$ cat src/rtl/pc_w_display_pkg.sv
// Shared constants for the pc/w seven-segment display: active-low segment codes,
// anode idle pattern and the digit index type.
package display_pkg;

    // Segment order is {g,f,e,d,c,b,a}; a 0 lights the segment.
    localparam logic [6:0] SEG_BLANK = 7'h7F;
    localparam logic [6:0] SEG_0     = 7'h40;
    localparam logic [6:0] SEG_1     = 7'h79;
    localparam logic [6:0] SEG_2     = 7'h24;
    localparam logic [6:0] SEG_3     = 7'h30;
    localparam logic [6:0] SEG_4     = 7'h19;
    localparam logic [6:0] SEG_5     = 7'h12;
    localparam logic [6:0] SEG_6     = 7'h02;
    localparam logic [6:0] SEG_7     = 7'h78;
    localparam logic [6:0] SEG_8     = 7'h00;
    localparam logic [6:0] SEG_9     = 7'h10;
    localparam logic [6:0] SEG_A     = 7'h08;
    localparam logic [6:0] SEG_B     = 7'h03;
    localparam logic [6:0] SEG_C     = 7'h46;
    localparam logic [6:0] SEG_D     = 7'h21;
    localparam logic [6:0] SEG_E     = 7'h06;
    localparam logic [6:0] SEG_F     = 7'h0E;

    localparam logic [3:0] AN_OFF = 4'b1111;

    typedef logic [1:0] digit_t;

    localparam digit_t DIGIT_LAST = 2'd3;
    // Digit 2 is the low pc nibble; its decimal point separates pc from w.
    localparam digit_t DIGIT_DP   = 2'd2;

endpackage

$ cat src/rtl/pc_w_display_if.sv
// Bus between the micro core state taps and the display driver. Plain sampled
// signals, no handshake: the display snapshots pc/w on its own schedule.
interface pc_w_display_if;

    logic [7:0] pc;
    logic [7:0] w;
    logic       hold;
    logic [3:0] an;
    logic [6:0] seg;
    logic       dp;

    modport master (
        output pc,
        output w,
        output hold,
        input  an,
        input  seg,
        input  dp
    );

    modport slave (
        input  pc,
        input  w,
        input  hold,
        output an,
        output seg,
        output dp
    );

endinterface

$ cat src/rtl/pc_w_display_hex_to_7seg.sv
// Combinational nibble to active-low seven-segment lookup.
module hex_to_7seg
    import display_pkg::*;
(
    input  logic [3:0] nib,
    output logic [6:0] seg
);

    always_comb begin
        seg = SEG_BLANK;
        case (nib)
            4'h0: seg = SEG_0;
            4'h1: seg = SEG_1;
            4'h2: seg = SEG_2;
            4'h3: seg = SEG_3;
            4'h4: seg = SEG_4;
            4'h5: seg = SEG_5;
            4'h6: seg = SEG_6;
            4'h7: seg = SEG_7;
            4'h8: seg = SEG_8;
            4'h9: seg = SEG_9;
            4'hA: seg = SEG_A;
            4'hB: seg = SEG_B;
            4'hC: seg = SEG_C;
            4'hD: seg = SEG_D;
            4'hE: seg = SEG_E;
            4'hF: seg = SEG_F;
            default: seg = SEG_BLANK;
        endcase
    end

endmodule

$ cat src/rtl/pc_w_display.sv
// Snapshots pc and w from the micro core and scans them in hex onto a 4-digit
// common-anode display: pc on the left pair, w on the right pair.
module pc_w_display
    import display_pkg::*;
#(
    parameter int REFRESH_DIV  = 50000,
    parameter int BLANK_CYCLES = 2
) (
    input  logic               clk,
    input  logic               reset,
    pc_w_display_if.slave      bus
);

    localparam int CW = $clog2(REFRESH_DIV);

    logic [CW-1:0] cnt;
    digit_t        digit;
    logic [7:0]    pc_s;
    logic [7:0]    w_s;
    logic          load_pending;

    logic          cnt_last;
    logic          do_load;
    logic          blank;
    logic [3:0]    nib;
    logic [6:0]    seg_c;

    assign cnt_last = (cnt == CW'(REFRESH_DIV - 1));
    // Reloading only on the wrap into digit 0 keeps every scan coherent.
    assign do_load  = load_pending || (cnt_last && (digit == DIGIT_LAST) && !bus.hold);
    assign blank    = (int'(cnt) < BLANK_CYCLES);

    always_comb begin
        nib = 4'h0;
        case (digit)
            2'd0: nib = w_s[3:0];
            2'd1: nib = w_s[7:4];
            2'd2: nib = pc_s[3:0];
            2'd3: nib = pc_s[7:4];
            default: nib = 4'h0;
        endcase
    end

    hex_to_7seg u_hex (
        .nib (nib),
        .seg (seg_c)
    );

    always_ff @(posedge clk) begin
        if (reset) begin
            cnt          <= '0;
            digit        <= '0;
            pc_s         <= '0;
            w_s          <= '0;
            load_pending <= 1'b1;
            bus.an       <= AN_OFF;
            bus.seg      <= SEG_BLANK;
            bus.dp       <= 1'b1;
        end else begin
            if (cnt_last) begin
                cnt   <= '0;
                digit <= digit + 2'd1;
            end else begin
                cnt   <= cnt + 1'b1;
            end

            if (do_load) begin
                pc_s         <= bus.pc;
                w_s          <= bus.w;
                load_pending <= 1'b0;
            end

            // Outputs are built from this cycle's state, so they lag it by one edge.
            if (blank) begin
                bus.an  <= AN_OFF;
                bus.seg <= SEG_BLANK;
                bus.dp  <= 1'b1;
            end else begin
                bus.an  <= ~(4'b0001 << digit);
                bus.seg <= seg_c;
                bus.dp  <= (digit != DIGIT_DP);
            end
        end
    end

endmodule
$ cat src/flat_wrapper.sv
// flat-port wrapper written by rule: the top's interface ports become plain ports
module pc_w_display_flat import display_pkg::*;
#(
    parameter int REFRESH_DIV  = 50000,
    parameter int BLANK_CYCLES = 2
)
  (clk, reset, bus_pc, bus_w, bus_hold, bus_an, bus_seg, bus_dp);
  pc_w_display_if bus_i ();
  input  logic clk;
  input  logic reset;
  input wire logic [$bits(bus_i.pc)-1:0] bus_pc;
  input wire logic [$bits(bus_i.w)-1:0] bus_w;
  input wire logic [$bits(bus_i.hold)-1:0] bus_hold;
  output wire logic [$bits(bus_i.an)-1:0] bus_an;
  output wire logic [$bits(bus_i.seg)-1:0] bus_seg;
  output wire logic [$bits(bus_i.dp)-1:0] bus_dp;
  assign bus_i.pc = bus_pc;
  assign bus_i.w = bus_w;
  assign bus_i.hold = bus_hold;
  assign bus_an = bus_i.an;
  assign bus_seg = bus_i.seg;
  assign bus_dp = bus_i.dp;
  pc_w_display #(.REFRESH_DIV(REFRESH_DIV), .BLANK_CYCLES(BLANK_CYCLES)) u_core (.clk(clk), .reset(reset), .bus(bus_i));
endmodule
$ cat config.mk
export PLATFORM = sky130hd
export DESIGN_NAME = pc_w_display_flat
export DESIGN_NICKNAME = d
export VERILOG_FILES = /design/src/rtl/pc_w_display_pkg.sv /design/src/rtl/pc_w_display_if.sv /design/src/rtl/pc_w_display_hex_to_7seg.sv /design/src/rtl/pc_w_display.sv /design/src/flat_wrapper.sv
export SDC_FILE = /design/constraint.sdc
export NUM_CORES = 1
export LEC_CHECK = 0
export ABC_CLOCK_PERIOD_IN_PS = 2540
export BUFFER_PORTS_ARGS = -buffer_cell sky130_fd_sc_hd__buf_4
export CAP_MARGIN = 10
export CELL_PAD_IN_SITES_DETAIL_PLACEMENT = 1
export CELL_PAD_IN_SITES_GLOBAL_PLACEMENT = 1
export CORE_MARGIN = 2
export CORE_UTILIZATION = 45
export CTS_BUF_LIST = sky130_fd_sc_hd__clkbuf_4 sky130_fd_sc_hd__clkbuf_8
export DETAILED_ROUTE_END_ITERATION = 16
export PLACE_DENSITY = 0.78
export SYNTH_ARGS = -nofsm -noshare
export SYNTH_HDL_FRONTEND = slang
export SYNTH_SLANG_ARGS = --single-unit
$ cat constraint.sdc
create_clock -name clk -period 2.54 [get_ports clk]
set_input_delay 0.254 -clock clk [delete_from_list [all_inputs] [get_ports clk]]
set_output_delay 0.254 -clock clk [all_outputs]
set_load 0.05 [all_outputs]
# Yosys cells after proc, flatten, opt, wreduce, memory -nomap -nowiden
# Memories as Yosys holds them, arrays and structs flattened. A register that Yosys moved wholly into a read port is not among the register bits.
# Cells that the tools add are included.
# word_totals
reg_bits,40
mem_bits_ro,112
input_bits,19
mem_count,1
# classes
n_addsub,2
magnitude_cmp,1
n_eq_ne,5
n_shift,1
n_mux,1
bitwise_logic,1
reduce_logical,7
# memory_table
name,words,width,read_ports,rd_clocked_by_memory_dff,write_ports,line,text
(name not given),16,7,1,1,0,pc_w_display_hex_to_7seg.sv:11,case (nib)
# ops
op,count
$add A16 B1 Y16 const B,1
$eq A16 B16 Y1 const B,1
$lt A16 B2 Y1 const B,1
$pmux W4 S4,1
$eq A2 B2 Y1 const B,2
$not A4 Y4,1
$reduce_or A2 Y1,2
$shl A1 B2 Y4 const A,1
$add A2 B1 Y2 const B,1
$eq A2 B1 Y1 const B,1
$logic_and A1 B1 Y1,2
$logic_not A2 Y1,1
$ne A2 B2 Y1 const B,1
$logic_not A1 Y1,1
$logic_or A1 B1 Y1,1

# Depth between registers and ports, before layout
# Gate-level depths: netlist of run 1.
# depth
depth_word,4
mapped_depth,10

# By module
# Synthesis of run 1 repeated with hierarchy kept, for this count alone.
# unflattened
hier_cells,302
area_unflattened_um2,2605.0
# modules_own_cells
module,instances,cells_per_inst,area_per_inst_um2
pc_w_display,1,267,2334.7
hex_to_7seg,1,35,270.3

# Worst setup path after synthesis of run 1
# No wires, ideal clock.
# synth_timing
path_type,register to register
from,register u_core.cnt[13]
to,register u_core.cnt[10]
t_arrival_ps,1925
required_ps,2425
slack_ps,501
path_stages_with_launch,8
path_buffers,2
cell_sequence,dfxtp_1 -> or4_4 -> or4_1 -> nor3_2 -> or2_1 -> buf_6 -> buf_12 -> nor2_1
# synth_via
elab_chain_len,2
# synth_lines
element,line,text
"start, declared",pc_w_display.sv:16,logic [CW-1:0] cnt;
"start signal, assigned",pc_w_display.sv:64,cnt <= cnt + 1'b1;
$eq A16 B16 Y1,pc_w_display.sv:28,assign cnt_last = (cnt == CW'(REFRESH_DIV - 1));
$reduce_or A2 Y1 (no line),--,
# Every way passes these cells.
# A chain may end at the register's enable or synchronous reset.

# Final worst setup path of run 1
# layout_timing
from,register u_core.digit[1]
to,register u_core.bus.seg[1]
# layout_via
elab_chain_len,2
# layout_lines
element,line,text
"start, declared",pc_w_display.sv:17,digit_t digit;
"start signal, assigned",pc_w_display.sv:62,digit <= digit + 2'd1;
"$eq A2 B2 Y1, or another cell as far along",pc_w_display.sv:35,case (digit)
$pmux W4 S4 *,pc_w_display.sv:35,
"end, declared",pc_w_display_if.sv:26,"output seg,"
# Every way passes the cells marked *; elsewhere a longest branch is shown, timed or not.

==> flow_metrics.tcl, run 1 <==
set metrics [dict create \
    dp.cells 294 \
    synth_cells 222 \
    drc 0 \
    slowest_stage "a222oi_1" \
    arrival_ps 2480 \
    reg2reg_setup_slack_ps 200 \
    min_path_type "in2reg" \
    synth_cell_types 41 \
    routed_wirelength_um 4740 \
    synth_area_leaders "dfxtp_1 43%, mux2i_1 9.5%, ha_1 7.1%" \
    critPathMaxStageDelay_ps 480 \
    cellPowerDensity_nw_per_um2 574 \
    cts_num_sinks 46 \
    layout-area-overhead-vs-synth_pct 15.6 \
    die-height_um 72.6 \
    antenna_found_initial 0 \
    top_level_ports 31 \
    setup_viol 0 \
    drv_cap 0 \
    fin_cells 301 \
    hold_path_startpoint "bus_pc[5]" \
    hold_viol 0 \
    layout_common_cells "46 x dfxtp_1, 36 x nor2_1, 33 x buf_4" \
    port_buffers 30 \
    vias 1654 \
    synth_edf_count 0 \
    hold_end "u_core.pc_s[5]" \
    clockRootBuffer "clkbuf_8" \
    cts_tree "yes" \
    synth_area_sq_um 2120 \
    grt_usage 0.199 \
    leakagePower_nw 1.02 \
    yosysTopAreaCell "dfxtp_1" \
    die_w_um 72.6 \
    vias_per_cell 5.50 \
    cp_max_fo 6 \
    dr.pass1.iters 4 \
    synth_top_area_frac 0.435 \
    nNetsFinal 281 \
    fp.dieArea_sq_um 5270 \
    initial_core_util 0.477 \
    critPathTopFamily "compound AO/OA/AOI/OAI gates" \
    routedWlPerCell_um 15.7 \
    final_max_slew_viol_count 0 \
    critical_path_buf_inv_count 2 \
    yosys_warnings 0 \
    whs_path_depth 3 \
    grt_max_degree 22 \
    final_common_cell "dfxtp_1" \
    clock_latency_ps 310 \
    globalplace.congestion 0.770 \
    fin_crit_sh 0.922 \
    cts_buffers 5 \
    postCtsHoldBufs 0 \
    synth_ff_type "dfxtp_1" \
    final.setup_skew_ps 5.08 \
    clk_pin_slew_ps 80 \
    drtIter0Drc 123 \
    max-vdd-ir-drop_v 0.000342 \
    grt_pass1_vias 1715 \
    crit_required_ps 2680 \
    reg2reg_depth 8 \
    crit_path_start_kind "register" \
    num_rows 24 \
    ys_seq_area_frac 0.435 \
    drive_gt1_frac 0.197 \
    outcome "finished clean" \
    core_sq_um 4440 \
    overflow 0 \
    ant_nets 0 \
    cp-end-kind "register" \
    r2r_end "u_core.bus.seg[1]" \
    regToRegStartpoint "u_core.digit[1]" \
    dp_hpwl_um 3370 \
    path_cells "inv_1, ha_1, a222oi_1, mux2i_2, inv_1, ha_1, o21ai_0, o211ai_1" \
    async_reset_ff_frac 0 \
    max_freq_mhz 427 \
    syn_nets 253 \
    worstMarginPinSlew_ps 975 \
    grt_pass1_wl_um 8030 \
    synth-seq-cells 46 \
    avgSynthCellArea_sq_um 9.54 \
    num_antenna_cells 0 \
    max-slew-margin-rel 0.347 \
    period_needed_ps 2340 \
    power_mw 1.41 \
    htree_levels 2 \
    crit_type "reg2reg" \
    clockBufferDepth 2 \
]
layout make-up:
type	instances	area (sq um)
fillers	520	2000
multi-input cells	154	1090
flip-flops and latches	46	921
repair buffers	33	248
clock buffers	6	82.6
well taps	52	65.1
inverters	10	37.5
sequential cells by signal, summed over array words and instances, names as in the netlist:
name / flops
u_core.cnt: 16
u_core.pc_s: 8
u_core.w_s: 8
u_core.bus.seg: 7
u_core.bus.an: 3
u_core.digit: 2
u_core.bus.dp: 1
u_core.load_pending: 1
how the worst max path moves through the flow:
stage                   endpoint       startpoint  cells past startpoint
2_1_floorplan     u_core.cnt[10]   u_core.cnt[13]                      7
3_3_place_gp   u_core.bus.seg[6]  u_core.digit[1]                     10
3_5_place_dp   u_core.bus.seg[5]  u_core.digit[1]                     10
4_1_cts        u_core.bus.seg[5]  u_core.digit[1]                     10
5_1_grt        u_core.bus.seg[3]  u_core.digit[0]                      8
6_report       u_core.bus.seg[1]  u_core.digit[1]                      8
per-stage QoR:
step	worst slack [ps]	utilization	hold WS (ps)	cell area, sq um	setup TNS (ps)
floorplan	501	-	344	2120	0
global placement	219	0.527	475	2340	0
detailed placement	36.3	0.527	485	2340	0
CTS	21.3	0.546	174	2420	0
global route	-6.39	0.551	190	2450	-6.39
finish	199	0.551	174	2450	0
routing by layer:
layer	wire, um	GRT usage
met2	2130	0.309
met3	160	0.0387
met1	2350	0.269
met4	95	0.0864
met5	0	0
cells in the mapped netlist (all sizes together) (4+ instances only):
library cell,n
xnor2,8
nor2,38
clkbuf,7
a21oi,5
xor2,8
o221ai,5
buf,5
nand2,12
mux2i,20
nand4,5
and3,4
nand3,10
inv,10
ha,12
dfxtp,46
what timing repair did:
| action | CTS | global route |
|---|---|---|
| endpoints found under the setup margin | 0 | 4 |
| buffers inserted | 0 | 0 |
| gates resized for setup | 0 | 3 |
where the power goes:
group          internal [mW]  switching (mW)  leakage (nW)
Combinational         0.0756           0.111         0.599
Sequential             0.752          0.0199         0.376
Clock                  0.210           0.238        0.0431
Total                   1.04           0.369          1.02
tightest hold or removal path: cells and delay by family:
family	cells	cell delay [ps]
multiplexers	1	50
AND/OR/NAND/NOR	1	70
buffers and inverters	1	80
kinds of logic (layout without fill, tap and decap cells):
| logic type | Yosys count | count (layout) | share of synthesized area |
|---|---|---|---|
| AO/OA/AOI/OAI | 22 | 22 | 0.0792 |
| XOR/XNOR | 16 | 16 | 0.0662 |
| adder cells (fa/ha/maj) | 12 | 12 | 0.0709 |
| buffers and inverters | 22 | 49 | 0.0561 |
| flip-flops | 46 | 46 | 0.435 |
| multiplexers | 20 | 20 | 0.0945 |
| AND/OR/NAND/NOR | 84 | 84 | 0.198 |
Note: power is estimated with default switching activity, not from simulation.
==> inputs of run 2 (changes only) <==
--- a/config.mk
+++ b/config.mk
@@ -14,7 +14,7 @@
 export CORE_UTILIZATION = 45
 export CTS_BUF_LIST = sky130_fd_sc_hd__clkbuf_4 sky130_fd_sc_hd__clkbuf_8
 export DETAILED_ROUTE_END_ITERATION = 16
-export PLACE_DENSITY = 0.78
+export PLACE_DENSITY = 0.92
 export SYNTH_ARGS = -nofsm -noshare
 export SYNTH_HDL_FRONTEND = slang
 export SYNTH_SLANG_ARGS = --single-unit
==> run 2 against run 1 <==
Against the previous run:
- sequential share of layout area decreased by 0.44 points
- non-clock buffer count decreased by 1
- global-route usage increased by 1.7 points
- worst setup slack improved by 7.1 ps
- clock power increased by 16%
- clock-buffer cell count increased by 2
- clock skew increased by 1.5 ps
- sequential cell count unchanged
- wire length increased by 6.2%
- via count increased by 1.9%
- register-to-register slack about the same
- maximum frequency increased by 0.31%
==> flow_metrics.tcl, run 2 (synthesis gave the netlist of run 1 again) <==
set metrics [dict create \
    overflow 0 \
    worstSetupStartpoint "u_core.digit[1]" \
    layout_common_cells "46 x dfxtp_1, 36 x nor2_1, 32 x buf_4" \
    ant_nets 0 \
    rsz0062_at_grt "false" \
    grt_pass1_vias 1814 \
    leakagePower_nw 1.02 \
    pre_cts_slack_ps 38.8 \
    setup_viol 0 \
    arrival_ps 2460 \
    core_sq_um 4440 \
    crit_required_ps 2670 \
    postCtsHoldBufs 0 \
    power_mw 1.48 \
    die_w_um 72.6 \
    vias_per_cell 5.58 \
    grt_max_degree 22 \
    fin_cells 302 \
    worstMarginPinSlew_ps 1020 \
    cp_max_fo 6 \
    fp.dieArea_sq_um 5270 \
    r2r_end "u_core.bus.seg[1]" \
    top_level_ports 31 \
    critical_path_buf_inv_count 2 \
    grt_pass1_wl_um 8740 \
    cts_num_sinks 46 \
    crit_path_start_kind "register" \
    antenna_found_initial 0 \
    clock_latency_ps 300 \
    largest_reg_flops 16 \
    clockBufferDepth 2 \
    cts_buffers 5 \
    max_freq_mhz 428 \
    cts_tree "yes" \
    p_sw_frac 0.256 \
    dp.cells 294 \
    dr.pass1.iters 5 \
    multiInputGateArea_sq_um 1100 \
    combPwrFrac 0.125 \
    crit_type "reg2reg" \
    postCtsSetupBuffers 0 \
    cellPowerDensity_nw_per_um2 597 \
    period_needed_ps 2330 \
    worst_slack_ps 206 \
    port_buffers 30 \
    drive_gt1_frac 0.212 \
    htree_levels 2 \
    cp-end-kind "register" \
    drc 0 \
    reg2reg_setup_slack_ps 210 \
    globalplace.congestion 0.862 \
    drv_cap 0 \
    endpoint "u_core.bus.seg[1]" \
    routed_wirelength_um 5030 \
    die-height_um 72.6 \
    num_rows 24 \
    final_common_cell "dfxtp_1" \
    max-vdd-ir-drop_v 0.000392 \
    regArea_sq_um 921 \
    pwr-share-clk 0.352 \
    vias 1685 \
    clk_pin_slew_ps 90 \
    layout-area-overhead-vs-synth_pct 17.0 \
    nNetsFinal 280 \
    drtIter0Drc 62 \
    regToRegStartpoint "u_core.digit[1]" \
    p_seq_frac 0.522 \
    grt_usage 0.216 \
    path_cells "inv_1, ha_1, a222oi_1, mux2i_2, inv_1, ha_1, o21ai_0, o211ai_1" \
    slowest_stage "a222oi_1" \
    clockRootBuffer "clkbuf_8" \
    p_sw_mw 0.378 \
    fin_crit_sh 0.919 \
    path_depth 8 \
    nFillCells 528 \
    dp_hpwl_um 3370 \
    reg2reg_depth 8 \
    final.setup_skew_ps 6.59 \
    routedWlPerCell_um 16.7 \
    regMostFlops "u_core.cnt" \
    min_path_type "in2reg" \
    outcome "finished clean" \
    max-slew-margin-rel 0.315 \
    reg_top3 "u_core.cnt x16, u_core.pc_s x8, u_core.w_s x8" \
    tns_ps 0 \
    num_antenna_cells 0 \
    hold_viol 0 \
    final_max_slew_viol_count 0 \
    internal_power_mw 1.10 \
    initial_core_util 0.477 \
    critPathTopFamily "compound AO/OA/AOI/OAI gates" \
    critPathMaxStageDelay_ps 480 \
]
==> run 2: changes by cell type in the layout (fill, tap and decap cells not counted), sizes merged <==
cell | before | now
buf | 33 | 32
clkbuf | 6 | 8
==> run 2: worst min-delay path by stage <==
stage,startpoint,endpoint,depth (start not counted)
floorplan,reset,u_core.load_pending,1
global placement,u_core.w_s[7],u_core.w_s[7],2
detailed placement,u_core.cnt[0],u_core.cnt[0],1
CTS,bus_w[2],u_core.w_s[2],3
global route,bus_pc[0],u_core.pc_s[0],3
finish,bus_pc[2],u_core.pc_s[2],3
==> run 2: final cells by class <==
type,count,share of cell area
Multi-Input combinational cell,154,0.445
Tap cell,52,0.0263
Inverter,10,0.0152
Clock buffer,8,0.0444
Sequential cell,46,0.372
Timing Repair Buffer,32,0.0970
==> run 2: tightest hold or removal path: stages <==
cell and delay (ps):
buf_4 80, mux2i_1 50, nor2_1 70
==> run 2: per-layer routing <==
| layer | vias up | track usage | routed length [um] |
|---|---|---|---|
| li1 | 814 | - | - |
| met1 | 839 | 0.260 | 2260 |
| met2 | 27 | 0.391 | 2580 |
| met3 | 5 | 0.0497 | 152 |
| met4 | 0 | 0.0494 | 46 |
| met5 | - | 0 | 0 |
==> run 2: what timing repair did <==
item                       4_1_cts  5_1_grt
cloned                           0        0
setup endpoints to repair        2        4
gates resized for setup          1        5
==> run 2: power by group through the flow <==
stage               Clock [mW]  Combinational [mW]  Sequential [mW]
detailed placement           0               0.183            0.788
finish                   0.521               0.185            0.773
global route             0.559               0.204            0.777
CTS                      0.531               0.186            0.773
global placement             0               0.178            0.787
floorplan                    0              0.0926            0.821
==> run 2: stage by stage <==
stage	instance area [sq um]	hold slack, ps	utilization
2_1_floorplan	2120	344	-
3_3_place_gp	2340	480	0.527
3_5_place_dp	2340	487	0.527
4_1_cts	2460	176	0.553
5_1_grt	2480	195	0.557
6_report	2480	179	0.557
